<file path="config.mk">
export PLATFORM = sky130hd
export DESIGN_NAME = t03_controller_event_queue
export DESIGN_NICKNAME = d
export VERILOG_FILES = /design/src/rtl/t03_ctrl_pkg.sv /design/src/rtl/t03_event_fifo.sv /design/src/rtl/t03_controller_event_queue.sv
export SDC_FILE = /design/constraint.sdc
export NUM_CORES = 1
export LEC_CHECK = 0
export ABC_AREA = 0
export CAP_MARGIN = 20
export CORE_MARGIN = 1
export CORE_UTILIZATION = 30
export DETAILED_ROUTE_END_ITERATION = 16
export GPL_ROUTABILITY_DRIVEN = 1
export SYNTH_ARGS = -nofsm -noshare
export SYNTH_HDL_FRONTEND = slang
export SYNTH_SLANG_ARGS = --single-unit
</file>
<file path="constraint.sdc">
create_clock -name clk -period 2.7 [get_ports clk]
set_input_delay 0.27 -clock clk [delete_from_list [all_inputs] [get_ports clk]]
set_output_delay 0.27 -clock clk [all_outputs]
set_load 0.05 [all_outputs]
</file>
<file path="src/rtl/t03_ctrl_pkg.sv">
// Shared types and constants for the controller event queue: event record,
// button indices, controller-word field offsets and the emit FSM states.
package t03_ctrl_pkg;

    typedef struct packed {
        logic       player;
        logic       press;
        logic [2:0] btn;
    } event_t;

    localparam int BTN_A      = 7;
    localparam int BTN_B      = 6;
    localparam int BTN_SELECT = 5;
    localparam int BTN_START  = 4;
    localparam int BTN_UP     = 3;
    localparam int BTN_DOWN   = 2;
    localparam int BTN_LEFT   = 1;
    localparam int BTN_RIGHT  = 0;

    localparam int P1_STATE_LSB = 28;
    localparam int P2_STATE_LSB = 24;
    localparam int P1_BTN_LSB   = 16;
    localparam int P2_BTN_LSB   = 8;
    localparam int BTN_LSB      = P2_BTN_LSB;
    localparam int BTN_MSB      = P1_BTN_LSB + 7;

    typedef enum logic {
        IDLE,
        EMIT
    } state_t;

    // Bit k of the 16-bit button vector: the upper byte (k >= 8) belongs to P1.
    function automatic event_t make_event(input logic [3:0] k, input logic press);
        event_t ev;
        ev.player = ~k[3];
        ev.press  = press;
        ev.btn    = k[2:0];
        return ev;
    endfunction

endpackage

</file>
<file path="src/rtl/t03_event_fifo.sv">
// First-word-fall-through event FIFO; a push into a full FIFO is accepted
// only when a pop frees the head slot in the same cycle.
module t03_event_fifo
    import t03_ctrl_pkg::*;
#(
    parameter int DEPTH = 8
) (
    input  logic                   clk,
    input  logic                   rst,
    input  logic                   push,
    input  event_t                 push_data,
    input  logic                   pop,
    output event_t                 pop_data,
    output logic                   full,
    output logic                   empty,
    output logic [$clog2(DEPTH):0] count
);

    localparam int AW = $clog2(DEPTH);
    localparam logic [AW:0]   FULL_COUNT = DEPTH[AW:0];
    localparam logic [AW:0]   CNT_ONE    = 1;
    localparam logic [AW-1:0] PTR_ONE    = 1;

    event_t        mem [DEPTH];
    logic [AW-1:0] wr_ptr;
    logic [AW-1:0] rd_ptr;
    logic          push_ok;
    logic          pop_ok;

    assign empty    = (count == '0);
    assign full     = (count == FULL_COUNT);
    assign pop_ok   = pop && !empty;
    assign push_ok  = push && (!full || pop_ok);
    assign pop_data = empty ? '0 : mem[rd_ptr];

    always_ff @(posedge clk or negedge rst) begin
        if (!rst) begin
            wr_ptr <= '0;
            rd_ptr <= '0;
            count  <= '0;
            for (int i = 0; i < DEPTH; i++) begin
                mem[i] <= '0;
            end
        end else begin
            if (push_ok) begin
                mem[wr_ptr] <= push_data;
                wr_ptr      <= wr_ptr + PTR_ONE;
            end
            if (pop_ok) begin
                rd_ptr <= rd_ptr + PTR_ONE;
            end
            case ({push_ok, pop_ok})
                2'b10:   count <= count + CNT_ONE;
                2'b01:   count <= count - CNT_ONE;
                default: count <= count;
            endcase
        end
    end

endmodule

</file>
<file path="src/rtl/t03_controller_event_queue.sv">
// Debounces the 16 controller buttons, converts each committed change into
// press/release events (bit 15 first) and queues them for the game logic.
module t03_controller_event_queue
    import t03_ctrl_pkg::*;
#(
    parameter int DEPTH         = 8,
    parameter int STABLE_CYCLES = 4
) (
    input  logic                   clk,
    input  logic                   rst,
    input  logic [31:0]            packed_in,
    input  logic                   event_ready,
    output logic                   event_valid,
    output logic [4:0]             event_data,
    output logic [15:0]            buttons_stable,
    output logic [1:0]             p1_state,
    output logic [1:0]             p2_state,
    output logic [$clog2(DEPTH):0] event_count,
    output logic                   overflow
);

    localparam int CNT_W = $clog2(STABLE_CYCLES + 1);
    localparam logic [CNT_W-1:0] CNT_MAX = STABLE_CYCLES[CNT_W-1:0];
    localparam logic [CNT_W-1:0] CNT_ONE = 1;

    state_t            state;
    state_t            state_next;
    logic [15:0]       sample;
    logic [15:0]       candidate;
    logic [15:0]       cand_next;
    logic [CNT_W-1:0]  cnt;
    logic [CNT_W-1:0]  cnt_next;
    logic [15:0]       pending;
    logic [15:0]       pending_next;
    logic [15:0]       press_mask;
    logic [15:0]       mask_next;
    logic [15:0]       stable_next;
    logic [15:0]       pending_cleared;
    logic [3:0]        top_idx;
    logic              commit;
    logic              push;
    event_t            push_data;
    event_t            head;
    logic              pop;
    logic              fifo_full;
    logic              fifo_empty;
    logic              drop;
    logic              unused_bits;

    assign sample      = packed_in[BTN_MSB:BTN_LSB];
    assign unused_bits = ^{packed_in[31:30], packed_in[27:26], packed_in[7:0]};

    // The commit decision looks at the count including this cycle's sample,
    // so a change held for STABLE_CYCLES samples commits on its last sample.
    always_comb begin
        cand_next = candidate;
        cnt_next  = cnt;
        if (sample != candidate) begin
            cand_next = sample;
            cnt_next  = CNT_ONE;
        end else if (cnt != CNT_MAX) begin
            cnt_next = cnt + CNT_ONE;
        end
    end

    assign commit = (cnt_next == CNT_MAX) && (cand_next != buttons_stable) && (state == IDLE);

    always_comb begin
        top_idx = '0;
        for (int i = 0; i < 16; i++) begin
            if (pending[i]) begin
                top_idx = 4'(i);
            end
        end
    end

    assign pending_cleared = pending & ~(16'h0001 << top_idx);

    always_comb begin
        state_next   = state;
        pending_next = pending;
        mask_next    = press_mask;
        stable_next  = buttons_stable;
        push         = 1'b0;
        push_data    = '0;
        case (state)
            IDLE: begin
                if (commit) begin
                    pending_next = cand_next ^ buttons_stable;
                    mask_next    = cand_next;
                    stable_next  = cand_next;
                    state_next   = EMIT;
                end
            end
            EMIT: begin
                push         = 1'b1;
                push_data    = make_event(top_idx, press_mask[top_idx]);
                pending_next = pending_cleared;
                if (pending_cleared == '0) begin
                    state_next = IDLE;
                end
            end
            default: state_next = IDLE;
        endcase
    end

    always_ff @(posedge clk or negedge rst) begin
        if (!rst) begin
            state          <= IDLE;
            candidate      <= '0;
            cnt            <= '0;
            pending        <= '0;
            press_mask     <= '0;
            buttons_stable <= '0;
        end else begin
            state          <= state_next;
            candidate      <= cand_next;
            cnt            <= cnt_next;
            pending        <= pending_next;
            press_mask     <= mask_next;
            buttons_stable <= stable_next;
        end
    end

    assign pop  = event_valid && event_ready;
    assign drop = push && fifo_full && !pop;

    // Player state fields pass through one register so consumers see only
    // this block's outputs; overflow stays set until the next reset.
    always_ff @(posedge clk or negedge rst) begin
        if (!rst) begin
            p1_state <= '0;
            p2_state <= '0;
            overflow <= 1'b0;
        end else begin
            p1_state <= packed_in[P1_STATE_LSB +: 2];
            p2_state <= packed_in[P2_STATE_LSB +: 2];
            if (drop) begin
                overflow <= 1'b1;
            end
        end
    end

    t03_event_fifo #(
        .DEPTH(DEPTH)
    ) u_fifo (
        .clk      (clk),
        .rst      (rst),
        .push     (push),
        .push_data(push_data),
        .pop      (pop),
        .pop_data (head),
        .full     (fifo_full),
        .empty    (fifo_empty),
        .count    (event_count)
    );

    assign event_valid = !fifo_empty;
    assign event_data  = head;

endmodule
</file>
==> results by group, run 1 <==
Synth
  • Distinct cells, synth: 55
  • Top cells by area, synth: dfrtp_1, xnor2_1, o21ai_0
  • Avg Synthesized Cell Area: 10.72 um2
  • Yosys reg bits: 107
  • Top-count cell post-synth: dfrtp_1
  • Warnings from Yosys: 0
  • Mapped Cells: 508
  • EDFF count, synth: 0
  • Post-synthesis sequential area ratio: 49.16%
  • Cell taking the most area after synthesis: dfrtp_1
  • Most frequent cells after synthesis: dfrtp_1, nand2_1, o21ai_0
  • Main flop type after synthesis: dfrtp_1
  • Synthesized area: 5446 um2
  • Asr flop ratio synth: 100.0%
  • Syn nets: 551
  • Top-area cell type share of the netlist area: 49.16%

Worst hold path
  • Hold Crit Start: packed_in[24]
  • Worst hold path type: in2reg

CTS
  • CTS Root Buffer Type: clkbuf_16
  • CTS tree: yes
  • H-tree depth: 3
  • CTS sink cnt: 107
  • Later-pin clock latency in the skew report: 0.35 ns
  • Clk pin slew, worst setup/hold paths: 0.07 ns
  • Num CTS Buffers: 9
  • Post-CTS setup buffer count: 0
  • CTS Buffer Depth: 2

Global routing
  • Number of global-route vias before repair: 4151
  • Grt peak-use layer: met2
  • Global-route wire length before repair: 21650 um
  • Total GRT Usage: 15.15%
  • Met2 usage: 25.44%
  • GRT overflow: 0
  • Pin count of the biggest net entering global routing: 59
  • Initial antenna violation count: 0
  • Met1 usage: 19.37%
  • Met3 Track Usage GR: 3.704%

Worst setup path
  • Reg-to-Reg Start: pending[2]$_DFFE_PN0P_
  • CP required: 2.94 ns
  • Crit start category: register
  • Worst setup path startpoint: pending[2]$_DFFE_PN0P_
  • Slowest-stage cell, CP: dfrtp_1
  • CP max FO: 8
  • Worst setup EP type: register
  • Delay of the slowest critical-path stage: 0.42 ns
  • Worst EP arrival: 2.86 ns
  • Critical path type: reg2reg
  • CP cell instances: nand2b_1 -> a221o_1 -> a21o_1 -> o32ai_2 -> o22ai_1 -> a211oi_2 -> o22ai_4 -> mux2_2

Cells and area
  • Fill cell count: 1691
  • Ant. Diodes: 0
  • Synthesis-to-layout area growth: 24.44%
  • Fin nets: 624
  • Layout cells sized above 1: 20.72%
  • Layout Cells excl Fill: 809

Drt
  • DR vias/cell: 5.000
  • DRC viols: 0
  • Drt wl/cell: 16.17 um
  • DR pass1 iterations: 5
  • Post-DRT Antenna Nets: 0
  • First DRT Iteration DRCs: 232
  • Drt total wl: 13080 um
  • DR vias: 4045

Job
  • Max Cap Violations: 0

STA
  • Max Fclk: 381.5 MHz
  • Post-layout min period: 2.621 ns
  • RSZ-0062 raised after global routing: no
  • Worst-margin pin slew: 0.6860 ns
  • Period utilization: 97.07%
  • Min Hold Slack: 0.3548 ns
  • Worst slew margin: 54.26%
  • Hold Fails Final Rpt: 0
  • Clk_skew: 0.006789 ns
  • Setup violators final: 0
  • Slew Viols, Final: 0

Floorplanning
  • I/O pin count: 66
  • Total core area: 17540 um2
  • Initial Util: 31.06%
  • Die Area: 18700 um2
  • Die W: 136.7 um
  • Die span in y: 136.7 um
  • Core Rows: 48

Power and ir drop
  • Power Total: 3.929 mW
  • Leak: 2.811 nW
  • Worst VDD drop: 0.5972 mV
  • Power Density: 579.7 nW/um2

Placement
  • GPL Wtd Cong: 0.8963
  • Dpl cells: 794
  • DP Wirelength: 9800 um
  • IO buf count: 53

Outcome
  • Status: complete, no violations
## critical path: cells and delay by family, from the launching register on
family / cells / cell delay [ns]
flops: 1 / 0.42
simple gates: 1 / 0.16
compound gates: 6 / 1.62
mux: 1 / 0.29
## state kept, by name, indices dropped and copies added (netlist names)
name / cells
candidate: 16
cnt: 3
overflow: 1
p1_state: 2
p2_state: 2
pending: 16
press_mask: 16
state: 1
u_fifo.count: 4
u_fifo.mem: 40
u_fifo.rd_ptr: 3
u_fifo.wr_ptr: 3
## metal layers
metal	vias to the layer above	routed length [um]
met5	-	0
met3	14	557
met1	1992	5969
met4	0	165
li1	1928	-
met2	111	6386
## power breakdown
part | switching [mW] | internal, mW | total (mW)
Combinational | 0.392 | 0.339 | 0.731
Clock | 0.585 | 0.807 | 1.39
Sequential | 0.130 | 1.68 | 1.81
Total | 1.11 | 2.82 | 3.93
## metrics by stage
stage	instance area, um2	setup slack, ns	setup TNS [ns]	util [%]
4_1_cts	6763	0.03567	0	38.56
6_report	6778	0.07899	0	38.65
3_5_place_dp	6447	-0.07714	-1.098	36.77
3_3_place_gp	6447	-0.07063	-0.9039	36.77
5_1_grt	6778	0.01569	0	38.65
2_1_floorplan	5464	0.005467	0	-
## cells in the final DEF, fill, tap and decap left out, types with 9 or more instances in the layout
cell,instances
dfrtp_1,105
nand2_1,62
o21ai_0,49
clkdlybuf4s50_1,47
buf_4,46
nor2_1,33
xnor2_1,33
mux2i_1,18
mux2_2,18
inv_1,14
mux4_2,10
nor3_1,10
mux2_4,10
nand4_1,9
clkbuf_16,9
## timing repair
item,in CTS,in global routing
setup endpoints to repair,0,10
hold buffers,1,0
endpoints found under the hold margin,42,0
gates resized for setup,0,4
## logic make-up (layout without fill, tap and decap cells)
kind of cell,count (synthesis),count (layout),share of synthesized area [%]
AO/OA/AOI/OAI,97,97,11.39
XOR/XNOR,41,41,6.593
adder cells (fa/ha/maj),8,8,1.976
buffers and inverters,49,125,3.859
flip-flops,107,107,49.16
multiplexers,56,56,13.92
AND/OR/NAND/NOR,150,150,13.09
## worst paths after layout
path                                               end  slack, ns  cells after the start
max                         u_fifo.mem[28]$_DFFE_PN0P_       0.08                      8
min in group asynchronous  u_fifo.count[3]$_DFFE_PN0P_       0.50                      2
min reg2reg                 u_fifo.mem[30]$_DFFE_PN0P_       0.48                      2
max in group asynchronous   u_fifo.mem[36]$_DFFE_PN0P_       1.47                      3
max reg2reg                 u_fifo.mem[28]$_DFFE_PN0P_       0.08                      8
min                              p2_state[0]$_DFF_PN0_       0.35                      1
## final cells by class
type | count | area [um2] | share of cell area (%)
inverter | 15 | 56.30 | 0.8307
tap | 225 | 281.5 | 4.154
clock inverter | 4 | 76.32 | 1.126
clock buffer | 10 | 229.0 | 3.378
timing repair buffer | 96 | 865.8 | 12.77
multi-input combinational | 352 | 2589 | 38.19
sequential | 107 | 2680 | 39.54
No activity file was read; power rests on OpenSTA's default activity.
==> run 2: changes to the inputs <==
--- a/config.mk
+++ b/config.mk
@@ -8,9 +8,10 @@
 export ABC_AREA = 0
 export CAP_MARGIN = 20
 export CORE_MARGIN = 1
-export CORE_UTILIZATION = 30
+export CORE_UTILIZATION = 55
 export DETAILED_ROUTE_END_ITERATION = 16
 export GPL_ROUTABILITY_DRIVEN = 1
+export PLACE_DENSITY = 0.79
 export SYNTH_ARGS = -nofsm -noshare
 export SYNTH_HDL_FRONTEND = slang
 export SYNTH_SLANG_ARGS = --single-unit
==> results by group, run 2 (same netlist as run 1, synthesis figures left out) <==
Cells and area
  • Fill cell count: 692 (was 1691)
  • Ant. Diodes: 0 (unchanged)
  • Top reg by flops: u_fifo.mem (unchanged)
  • Post-layout util: 69.37% (was 38.65%)
  • Most frequent cells in the layout: dfrtp_1, nand2_1, o21ai_0, clkdlybuf4s50_1, buf_4 (unchanged)
  • Max FFs per register: 40 (unchanged)
  • Fin nets: 622 (was 624)
  • Synthesis-to-layout area growth: 19.92% (was 24.44%)
  • Layout cells sized above 1: 20.75% (was 20.72%)
  • Area taken by flip-flops and latches: 2680 um2 (unchanged)
  • Commonest non-fill, non-tap cell in the layout: dfrtp_1 (unchanged)
  • Area of the multi-input gates: 2592 um2 (was 2589 um2)

Floorplanning
  • I/O pin count: 66 (unchanged)
  • Total core area: 9415 um2 (was 17540 um2)
  • Die span in y: 101.5 um (was 136.7 um)
  • Die Area: 10300 um2 (was 18700 um2)
  • Core Rows: 35 (was 48)
  • Die W: 101.5 um (was 136.7 um)
  • Initial Util: 57.85% (was 31.06%)

Job
  • Max Cap Violations: 0 (unchanged)

CTS
  • Clk pin slew, worst setup/hold paths: 0.10 ns (was 0.07 ns)
  • Post-CTS setup buffer count: 0 (unchanged)
  • Num CTS Buffers: 9 (unchanged)
  • CTS tree: yes (unchanged)
  • CTS sink cnt: 107 (unchanged)
  • Later-pin clock latency in the skew report: 0.38 ns (was 0.35 ns)
  • CTS Buffer Depth: 2 (unchanged)
  • H-tree depth: 3 (unchanged)
  • CTS Root Buffer Type: clkbuf_8 (was clkbuf_16)

Drt
  • DR vias: 4136 (was 4045)
  • First DRT Iteration DRCs: 271 (was 232)
  • DRC viols: 0 (unchanged)
  • Drt wl/cell: 17.53 um (was 16.17 um)
  • DR pass1 iterations: 4 (was 5)
  • Post-DRT Antenna Nets: 0 (unchanged)
  • Drt total wl: 12480 um (was 13080 um)
  • DR vias/cell: 5.809 (was 5.000)

STA
  • Post-layout min period: 2.535 ns (was 2.621 ns)
  • Hold Fails Final Rpt: 0 (unchanged)
  • Period utilization: 93.90% (was 97.07%)
  • Clk_skew: 0.01743 ns (was 0.006789 ns)
  • Max Fclk: 394.4 MHz (was 381.5 MHz)
  • Sum Neg Setup Slack: 0 ns (unchanged)
  • Min Hold Slack: 0.3212 ns (was 0.3548 ns)
  • Setup violators final: 0 (unchanged)
  • Slew Viols, Final: 0 (unchanged)
  • Worst slew margin: 48.62% (was 54.26%)
  • RSZ-0062 raised after global routing: no (unchanged)
  • Worst-margin pin slew: 0.7707 ns (was 0.6860 ns)

Global routing
  • Pin count of the biggest net entering global routing: 62 (was 59)
  • Global-route wire length before repair: 20550 um (was 21650 um)
  • Total GRT Usage: 26.44% (was 15.15%)
  • Initial antenna violation count: 0 (unchanged)
  • GRT overflow: 0 (unchanged)
  • Number of global-route vias before repair: 4090 (was 4151)

Placement
  • GPL Wtd Cong: 0.9010 (was 0.8963)
  • IO buf count: 53 (unchanged)
  • DP Wirelength: 9391 um (was 9800 um)

Power and ir drop
  • Power Total: 3.464 mW (was 3.929 mW)
  • Leak: 2.744 nW (was 2.811 nW)
  • Power Density: 530.3 nW/um2 (was 579.7 nW/um2)
  • Worst VDD drop: 0.3451 mV (was 0.5972 mV)

Worst setup path
  • Worst Reg-to-Reg Cells: 8 (unchanged)
  • Slowest-stage cell, CP: dfrtp_1 (unchanged)
  • CP max FO: 8 (unchanged)
  • Crit start category: register (unchanged)
  • CP required: 2.97 ns (was 2.94 ns)
  • Worst setup EP type: register (unchanged)
  • CP cell instances: nor2_1 -> o31a_1 -> and2_1 -> a31o_2 -> o22ai_1 -> a211oi_2 -> o22ai_4 -> mux2_2 (was nand2b_1 -> a221o_1 -> a21o_1 -> o32ai_2 -> o22ai_1 -> a211oi_2 -> o22ai_4 -> mux2_2)
  • CP Depth: 8 (unchanged)
  • Worst EP arrival: 2.80 ns (was 2.86 ns)
  • Top delay family on crit path: compound AO/OA/AOI/OAI gates (unchanged)
  • Critical path type: reg2reg (unchanged)
  • Worst path bufs/invs: 0 (unchanged)
  • Delay of the slowest critical-path stage: 0.48 ns (was 0.42 ns)

Outcome
  • Status: complete, no violations (unchanged)

Worst hold path
  • Worst hold path type: in2reg (unchanged)
  • Hold Path Stages: 1 (unchanged)
==> run 2: changes by cell type in the layout (fill, tap and decap cells not counted), moves of 2 or more <==
cell / delta
buf_4: -3
bufinv_16: -2
clkbuf_16: -9
clkbuf_8: +9
clkinv_4: +2
==> run 2: layout make-up <==
| class | instances | share of cell area, % |
|---|---|---|
| clock buffers | 10 | 1.954 |
| clock inverters | 5 | 0.7663 |
| inverters | 15 | 0.8621 |
| multi-input cells | 352 | 39.69 |
| flip-flops and latches | 107 | 41.03 |
| well taps | 129 | 2.471 |
| repair buffers | 94 | 13.22 |
==> run 2: stage by stage <==
stage,instances,setup WS [ns],cell area (um2)
after floorplan,508,0.005467,5464
after global placement,696,-0.09357,6325
after detailed placement,696,-0.1391,6325
after CTS,712,0.09562,6513
after global routing,712,0.01289,6531
final,712,0.1648,6531
==> run 2: final timing paths <==
kind	slack [ns]	endpoint	start
worst max-delay path	0.16	u_fifo.mem[33]$_DFFE_PN0P_	pending[12]$_DFFE_PN0P_
worst min-delay path	0.32	p1_state[0]$_DFF_PN0_	packed_in[28]
worst max register to register	0.16	u_fifo.mem[33]$_DFFE_PN0P_	pending[12]$_DFFE_PN0P_
worst min register to register	0.49	u_fifo.mem[6]$_DFFE_PN0P_	u_fifo.mem[6]$_DFFE_PN0P_
max in group asynchronous	1.48	press_mask[6]$_DFFE_PN0P_	rst
min in group asynchronous	0.50	p1_state[1]$_DFF_PN0_	rst
==> run 2: repair_timing <==
item	CTS	global route
gates resized for setup	0	6
hold endpoints to repair	35	0
endpoints found under the setup margin	0	9
hold buffers	1	0
==> run 2: routing by layer <==
layer,GRT usage (%),up-vias,share of wire (%)
met1,36.66,2048,45
met2,41.63,147,48
met3,5.521,18,5.0
li1,-,1923,-
met4,9.030,0,1.7
met5,0,-,0
==> run 2: power breakdown <==
part | leakage [nW] | total (mW) | internal [mW] | switching (mW)
sequential | 1.36 | 1.81 | 1.68 | 0.136
clock | 0.0857 | 0.920 | 0.346 | 0.574
combinational | 1.29 | 0.733 | 0.338 | 0.394
